**src/rtl/alu_muldiv_unit.sv**
```systemverilog
// RV32M multiply/divide unit: decodes M-group ops and runs them on an iterative
// shift-add multiplier / restoring divider, stalling EX while busy.
module alu_muldiv_unit #(
  parameter int unsigned XLEN           = 32,
  parameter int unsigned BITS_PER_CYCLE = 1
) (
  input  logic            clk,
  input  logic            reset,
  input  logic            valid_i,
  input  logic            RType,
  input  logic [1:0]      ALUOp,
  input  logic [6:0]      Funct7,
  input  logic [2:0]      Funct3,
  input  logic [XLEN-1:0] SrcA,
  input  logic [XLEN-1:0] SrcB,
  input  logic            flush_i,
  output logic            is_muldiv_o,
  output logic            ready_o,
  output logic            busy_o,
  output logic            done_o,
  output logic [XLEN-1:0] Result_o
);

  localparam int unsigned STEPS = XLEN / BITS_PER_CYCLE;
  localparam int unsigned CW    = $clog2(STEPS + 1);
  localparam logic [CW-1:0]   LAST    = CW'(STEPS - 1);
  localparam logic [XLEN-1:0] MIN_NEG = {1'b1, {(XLEN-1){1'b0}}};

  typedef enum logic [1:0] {IDLE, CALC, FIN, DONE} state_t;

  state_t          state;
  logic [2:0]      f3;
  logic            neg_lo, neg_hi;
  logic [XLEN-1:0] oper, hi, lo;
  logic [CW-1:0]   cnt;

  logic            accept, a_signed, b_signed, a_neg, b_neg, div_zero, div_ovf, fast;
  logic [XLEN-1:0] a_mag, b_mag, nhi, nlo, q_fix, r_fix, fin_res;
  logic [XLEN:0]   sum, rem;
  logic [2*XLEN-1:0] prod;

  assign is_muldiv_o = RType & (ALUOp == 2'b10) & (Funct7 == 7'b0000001);
  assign accept      = (state == IDLE) & valid_i & is_muldiv_o & ~flush_i;
  assign busy_o      = accept | (state == CALC) | (state == FIN);
  assign ready_o     = (state == IDLE);

  always_comb begin
    a_signed = Funct3[2] ? ~Funct3[0] : (Funct3[1:0] != 2'b11);
    b_signed = Funct3[2] ? ~Funct3[0] : ~Funct3[1];
    a_neg    = a_signed & SrcA[XLEN-1];
    b_neg    = b_signed & SrcB[XLEN-1];
    a_mag    = a_neg ? -SrcA : SrcA;
    b_mag    = b_neg ? -SrcB : SrcB;
    div_zero = (SrcB == '0);
    div_ovf  = a_signed & (SrcA == MIN_NEG) & (SrcB == '1);
    fast     = Funct3[2] & (div_zero | div_ovf);
  end

  // Multiply: {hi,lo} shifts right with the multiplier consumed from lo[0].
  // Divide: lo holds the dividend shifting out MSB-first and collects quotient bits.
  always_comb begin
    nhi = hi;
    nlo = lo;
    sum = '0;
    rem = '0;
    for (int unsigned i = 0; i < BITS_PER_CYCLE; i++) begin
      if (!f3[2]) begin
        sum = {1'b0, nhi} + (nlo[0] ? {1'b0, oper} : '0);
        nlo = {sum[0], nlo[XLEN-1:1]};
        nhi = sum[XLEN:1];
      end else begin
        rem = {nhi, nlo[XLEN-1]};
        nlo = {nlo[XLEN-2:0], 1'b0};
        if (rem >= {1'b0, oper}) begin
          rem    = rem - {1'b0, oper};
          nlo[0] = 1'b1;
        end
        nhi = rem[XLEN-1:0];
      end
    end
  end

  always_comb begin
    prod    = neg_lo ? -{hi, lo} : {hi, lo};
    q_fix   = neg_lo ? -lo : lo;
    r_fix   = neg_hi ? -hi : hi;
    fin_res = '0;
    if (f3[2])                fin_res = f3[1] ? r_fix : q_fix;
    else if (f3[1:0] == 2'b00) fin_res = prod[XLEN-1:0];
    else                       fin_res = prod[2*XLEN-1:XLEN];
  end

  always_ff @(posedge clk or negedge reset) begin
    if (!reset) begin
      state    <= IDLE;
      f3       <= '0;
      neg_lo   <= 1'b0;
      neg_hi   <= 1'b0;
      oper     <= '0;
      hi       <= '0;
      lo       <= '0;
      cnt      <= '0;
      done_o   <= 1'b0;
      Result_o <= '0;
    end else if (flush_i) begin
      state  <= IDLE;
      done_o <= 1'b0;
    end else begin
      case (state)
        IDLE: begin
          done_o <= 1'b0;
          if (accept) begin
            f3  <= Funct3;
            cnt <= '0;
            if (fast) begin
              // Special-case results preloaded as quotient (lo) / remainder (hi)
              state  <= FIN;
              neg_lo <= 1'b0;
              neg_hi <= 1'b0;
              oper   <= b_mag;
              lo     <= div_zero ? '1 : SrcA;
              hi     <= div_zero ? SrcA : '0;
            end else begin
              state  <= CALC;
              neg_lo <= a_neg ^ b_neg;
              neg_hi <= a_neg;
              oper   <= Funct3[2] ? b_mag : a_mag;
              lo     <= Funct3[2] ? a_mag : b_mag;
              hi     <= '0;
            end
          end
        end
        CALC: begin
          hi <= nhi;
          lo <= nlo;
          if (cnt == LAST) state <= FIN;
          else             cnt   <= cnt + CW'(1);
        end
        FIN: begin
          Result_o <= fin_res;
          done_o   <= 1'b1;
          state    <= DONE;
        end
        default: begin
          done_o <= 1'b0;
          state  <= IDLE;
        end
      endcase
    end
  end

endmodule

```
**config.mk**
```make
export PLATFORM = sky130hd
export DESIGN_NAME = alu_muldiv_unit
export DESIGN_NICKNAME = d
export VERILOG_FILES = /design/src/rtl/alu_muldiv_unit.sv
export SDC_FILE = /design/constraint.sdc
export NUM_CORES = 1
export LEC_CHECK = 0
export ABC_AREA = 0
export ABC_CLOCK_PERIOD_IN_PS = 3550
export BUFFER_PORTS_ARGS = -buffer_cell sky130_fd_sc_hd__buf_2
export CORE_UTILIZATION = 59
export CTS_CLUSTER_DIAMETER = 150
export CTS_CLUSTER_SIZE = 20
export DETAILED_ROUTE_END_ITERATION = 7
export PLACE_DENSITY = 0.84
export SLEW_MARGIN = 20
export SYNTH_ARGS = -nofsm -noshare
export SYNTH_HDL_FRONTEND = slang
export SYNTH_SLANG_ARGS = --single-unit
```
**constraint.sdc**
```tcl
create_clock -name clk -period 3.55 [get_ports clk]
set_clock_uncertainty 0.1 [all_clocks]
set_input_delay 0.71 -clock clk [delete_from_list [all_inputs] [get_ports clk]]
set_output_delay 0.71 -clock clk [all_outputs]
set_load 0.005 [all_outputs]
```
== Word-level counts from Yosys, hierarchy flattened ==
Cells that the tools add are included.

* Div/mod/pow operators: 0
* Order comparisons: 1
* Equal/unequal tests: 13
* Muxes and demuxes: 38
* Reductions and logical operators: 9
* Bitwise operators: 17
* Shifts and indexed selects: 0
* Multiply operators: 0
* $add $sub $neg: 8

{| class="wikitable"
|+ Operator list
! cell !! number
|-
| two-way mux 32 bit || 20
|-
| negator 32 bit || 4
|-
| one-hot mux 32 bit (2 select lines) || 2
|-
| == test 32 bit (second input constant) || 2
|-
| two-way mux 64 bit || 1
|-
| negator 64 bit || 1
|-
| adder 32 x 32 -> 33 bit || 1
|-
| greater-or-equal comparator 33 x 32 -> 1 bit || 1
|-
| logical NOT 32 bit || 1
|-
| subtractor 32 bit || 1
|-
| two-way mux 6 bit || 2
|-
| one-hot mux 6 bit (2 select lines) || 1
|-
| bitwise AND 1 bit || 10
|-
| two-way mux 2 bit || 4
|-
| == test 7 x 1 -> 1 bit (second input constant) || 1
|-
| adder 6 x 1 -> 6 bit (second input constant) || 1
|-
| == test 6 x 5 -> 1 bit (second input constant) || 1
|-
| two-way mux 1 bit || 6
|-
| != test 2 bit (second input constant) || 3
|-
| != test 3 x 2 -> 1 bit (second input constant) || 2
|-
| one-hot mux 2 bit (3 select lines) || 1
|-
| AND reduction 3 bit || 2
|-
| == test 2 bit (second input constant) || 2
|-
| logical NOT 2 bit || 2
|-
| 9 further kinds || 14
|}

* Bits of input ports: 81
* Memory bits (writable): 0
* Output and inout bits: 36
* Bits in read-only memories: 0
* Memories: 0
* Logic and storage cells: 96
* Latch bits: 0
* Flip-flop bits (word level): 142

== Logic depth before layout (Yosys ltp) ==
* Depth in word-level cells: 10
* Gate-level depth with buffers: 15
* Mapped depth without buffers: 13

== Worst setup path before layout ==
Ideal clock, no wire load.

* Path kind: register -> register
* From: register lo[0]
* To: register hi[28]
* Slack: 0.295 ns
* Data arrival time: 3.029 ns
* Cell stages (with the launch flop): 14
* Library setup time: 0.126 ns
* Buffers on the path: 1
* Data required time: 3.324 ns
* Period minus slack after synthesis: 3.255 ns
* Cells stage by stage: dfrtp_1 clkinv_1 clkbuf_1 nor2_1 ha_1 nand3_1 nor3b_1 nor3_1 o32a_1 a31oi_1 a221o_1 a31oi_1 xnor2_1 a221o_1

* Word-level cells in the longest chain between the ends: 4

{| class="wikitable"
|+ Ends and longest elaborated chain
! what !! RTL line !! text
|-
| start, declared || 34 || <nowiki>logic [XLEN-1:0] oper, hi, lo;</nowiki>
|-
| start signal, assigned || 121 || <nowiki>lo <= div_zero ? '1 : SrcA;</nowiki>
|-
| start signal, assigned || 128 || <nowiki>lo <= Funct3[2] ? a_mag : b_mag;</nowiki>
|-
| start signal, assigned || 135 || <nowiki>lo <= nlo;</nowiki>
|-
| two-way mux 32 bit || 68 || <nowiki>sum = {1'b0, nhi} + (nlo[0] ? {1'b0, oper} : '0);</nowiki>
|-
| adder 32 x 32 -> 33 bit || 68 ||
|-
| two-way mux 32 bit || 67 || <nowiki>if (!f3[2]) begin</nowiki>
|-
| one-hot mux 32 bit (2 select lines) || 109 || <nowiki>case (state)</nowiki>
|-
| end signal, assigned || 122 || <nowiki>hi <= div_zero ? SrcA : '0;</nowiki>
|-
| end signal, assigned || 134 || <nowiki>hi <= nhi;</nowiki>
|-
| end, declared || 34 ||
|}

No other way between the ends.
A chain may end at the register's enable or synchronous reset.

== Worst setup path after layout ==
* From: register hi[1]
* To: register Result_o[22]

* Word-level cells in the longest chain between the ends: 4
* Elaborated cells on any way between the ends: 7
* Those cells by class: add/sub: 2; mux: 5

{| class="wikitable"
|+ Ends and longest elaborated chain
! what !! RTL line !! text
|-
| negator 64 bit or negator 32 bit (tied branches) || 84, 86 ||
|-
| two-way mux 64 bit or two-way mux 32 bit (tied branches) || 84, 86 ||
|-
| two-way mux 32 bit (on tied branches) || 89, 88 ||
|-
| two-way mux 32 bit (*) || 88 || <nowiki>if (f3[2]) fin_res = f3[1] ? r_fix : q_fix;</nowiki>
|-
| end signal, assigned || 140 || <nowiki>Result_o <= fin_res;</nowiki>
|-
| end, declared || 21 || <nowiki>output logic [XLEN-1:0] Result_o</nowiki>
|}

Mark *: on every way between the ends. The rest lies on a longest branch, timed or not.

==> results.yml <==
detailed_routing:
  via_per_inst: 6.73
  wl_mm: 58.1
  drtPass1Iterations: 6
  detail-route-antenna-nets: 0
  via_count: 16833
  drt_iter0_markers: 2309
  drc: 0
  wl_per_cell_um: 23.2
placement:
  dpl_worst_slack_ns: -0.00358
  dp.cells: 2469
  globalplace.congestion: 1.05
  dp_hpwl_mm: 45.3
  io_buffer_count: 116
synth:
  synthArstFlopShare_pct: 100
  synthTopCellsByArea: "dfrtp_1 23%, xnor2_1 6.4%, a21oi_1 6.2%, o21ai_0 6.2%, ha_1 6.1%"
  ys_seq_area_share_pct: 23.4
  synth_top_area_share_pct: 23.4
  ys_ff_latch: 142
  yosys_warnings: 0
  synth_edf_count: 0
  yosys_most_used_dff: "dfrtp_1"
  synth_cells: 2005
  synth_nets: 2162
  avgSynthCellArea_um2: 7.56
  synthesis.area_mm2: 0.0152
  yosysTopAreaCell: "dfrtp_1"
  synth_cell_types: 84
setup_path:
  timing.critical_path.mode_cell: "or3_1"
  slowest_stage: "or4b_1"
  worstSetupPathType: "reg -> reg"
  crit_path_end_kind: "flop"
  r2r-start: "hi[1]"
  critPathBufInv: 2
  slowest_delay_ns: 0.59
  path_delay_family: "simple AND/OR/NAND/NOR gates"
  crit_chain: "buf_4 -> inv_1 -> ha_1 -> nor3b_2 -> nand3_1 -> or4b_1 -> or3_1 -> or3_1 -> a21oi_1 -> xnor2_1 -> a22oi_1 -> o21ai_1"
  r2r_end: "Result_o[22]"
  critPathRequiredTime_ns: 3.75
  reg2reg_setup_slack_ns: 0.11
  reg2reg_depth: 12
  worstPathMaxFanout: 6
  crit_path_start_kind: "flop"
  cp.arrival_ns: 3.65
timing:
  fin_crit_ns: 3.44
  slew_headroom_pct: 28.0
  finalSetupViolCount: 0
  slew_viol_final: 0
  worstMarginPinSlew_ns: 1.08
  max_freq_mhz: 291
  hold_slack_ns: 0.158
  fin_ws_ns: 0.110
  layout_worst_path_cycle_share_pct: 96.9
  finalHoldViolations: 0
  setup-tns-final_ns: 0
grt:
  grt_pass1_wl_mm: 88.3
  grt_pass1_vias: 15570
  grt_use_total_pct: 44.0
  grt_start_max_net_pins: 72
  grt_overflow: 0
  antenna_found_initial: 2
clock_tree:
  cts_root_buffer: "clkbuf_16"
  clock_latency_ns: 0.44
  cts.sinks: 142
  htree_levels: 4
  clk_pin_slew_ns: 0.07
  cts_max_path_buffers: 2
  cts_tree: "built"
  cts_made_buffers: 17
final_layout:
  final_nets: 2316
  area_growth_pct: 15.9
  final_common_cell: "nand2_1"
  drive_above_1_share_pct: 18.0
  postLayoutCoreUtil_pct: 69.8
  final_cells: 2503
  fillCellCount: 2092
  layout_common_cells: "203 x nand2_1, 188 x nor2_1, 187 x a21oi_1"
die:
  die_area_mm2: 0.0263
  ioPinCount: 117
  rows: 58
  fp.coreArea_mm2: 0.0252
  die-height_um: 162
  die_x_um: 162
  initial_core_util_pct: 60.2
worst_hold_path:
  hold_path_class: "in -> async"
outcome:
  status: "complete, no violations"
pwr:
  ir_drop_mv: 0.260
  power_density_mw_per_mm2: 262
  p_leak_nw: 7.75
run:
  max-cap-violations: 0
-- cells in the mapped netlist, types with 20 or more instances --
| library cell | number |
|---|---|
| xor2_1 | 91 |
| inv_1 | 64 |
| a211oi_1 | 39 |
| nor3_1 | 35 |
| a21o_1 | 47 |
| mux2i_1 | 47 |
| o21ai_0 | 188 |
| a21oi_1 | 188 |
| nand3_1 | 29 |
| nand2_1 | 203 |
| xnor2_1 | 110 |
| clkbuf_1 | 122 |
| o211ai_1 | 20 |
| nor2_1 | 191 |
| or3_1 | 27 |
| ha_1 | 74 |
| o31ai_1 | 24 |
| nand4_1 | 28 |
| dfrtp_1 | 142 |
-- flip-flops by register name (all words and copies together) (netlist names) --
register  cells
Result_o     32
cnt           6
done_o        1
f3            3
hi           32
lo           32
neg_hi        1
neg_lo        1
oper         32
state         2
-- worst register-to-register path, cell delays in order (launching register included) --
cell     delay (ns)
dfrtp_1        0.39
buf_4          0.19
inv_1          0.14
ha_1           0.23
nor3b_2        0.22
nand3_1        0.21
or4b_1         0.59
or3_1          0.35
or3_1          0.31
a21oi_1        0.19
xnor2_1        0.11
a22oi_1        0.18
o21ai_1        0.10
-- metal layers --
layer  GRT usage (%)  vias up  part of all wire [%]
met5               0        -                 0.017
met4            17.6        2                   4.1
met3            10.4      171                    12
met2            66.7     1123                    43
met1            59.8     7945                    41
li1                -     7592                     -
-- worst max-delay path by stage --
stage | slack, ns | start | endpoint | cells past startpoint
final | 0.11 | hi[1] | Result_o[22] | 12
after global routing | -0.03 | lo[0] | hi[25] | 15
after CTS | 0.02 | oper[3] | hi[27] | 13
after detailed placement | -0.004 | SrcB[3] | lo[23] | 10
after global placement | -0.009 | oper[1] | hi[27] | 13
after floorplan | 0.30 | lo[0] | hi[28] | 13
-- report_power, final --
group	internal, mW	switching, mW	total, mW
combinational	0.396	0.660	1.06
sequential	1.66	0.0596	1.72
clock	0.994	0.848	1.84
-- stage by stage --
stage	cell area [um2]	total power, mW
after floorplan	15200	2.33
after global placement	16900	2.73
after detailed placement	16900	2.75
after CTS	17500	4.57
after global routing	17600	4.78
final	17600	4.62
-- logic make-up after synthesis --
family / count (synthesis) / synth area share [%]
compound gates: 673 / 28.4
xor+xnor: 201 / 11.6
fa+ha+maj: 76 / 6.37
buf+inv: 211 / 5.49
flops: 142 / 23.4
mux: 66 / 4.51
simple gates: 636 / 20.2
-- final cells by class --
class / count / area [um2] / area share [%]
diodes: 1 / 2.50 / 0.0142
clock buffers: 18 / 429 / 2.44
well taps: 330 / 413 / 2.35
multi-input cells: 1652 / 10900 / 62.0
inverters: 65 / 244 / 1.39
clock inverters: 14 / 149 / 0.847
flip-flops and latches: 142 / 3560 / 20.2
repair buffers: 281 / 1880 / 10.7
-- repair_timing --
item                                    CTS  global route
resized for setup                         1            27
hold buffers                              0             0
endpoints found under the setup margin    1            18
buffers inserted                          0             1
pin swaps                                 0             4
No activity file was read; power rests on OpenSTA's default activity.
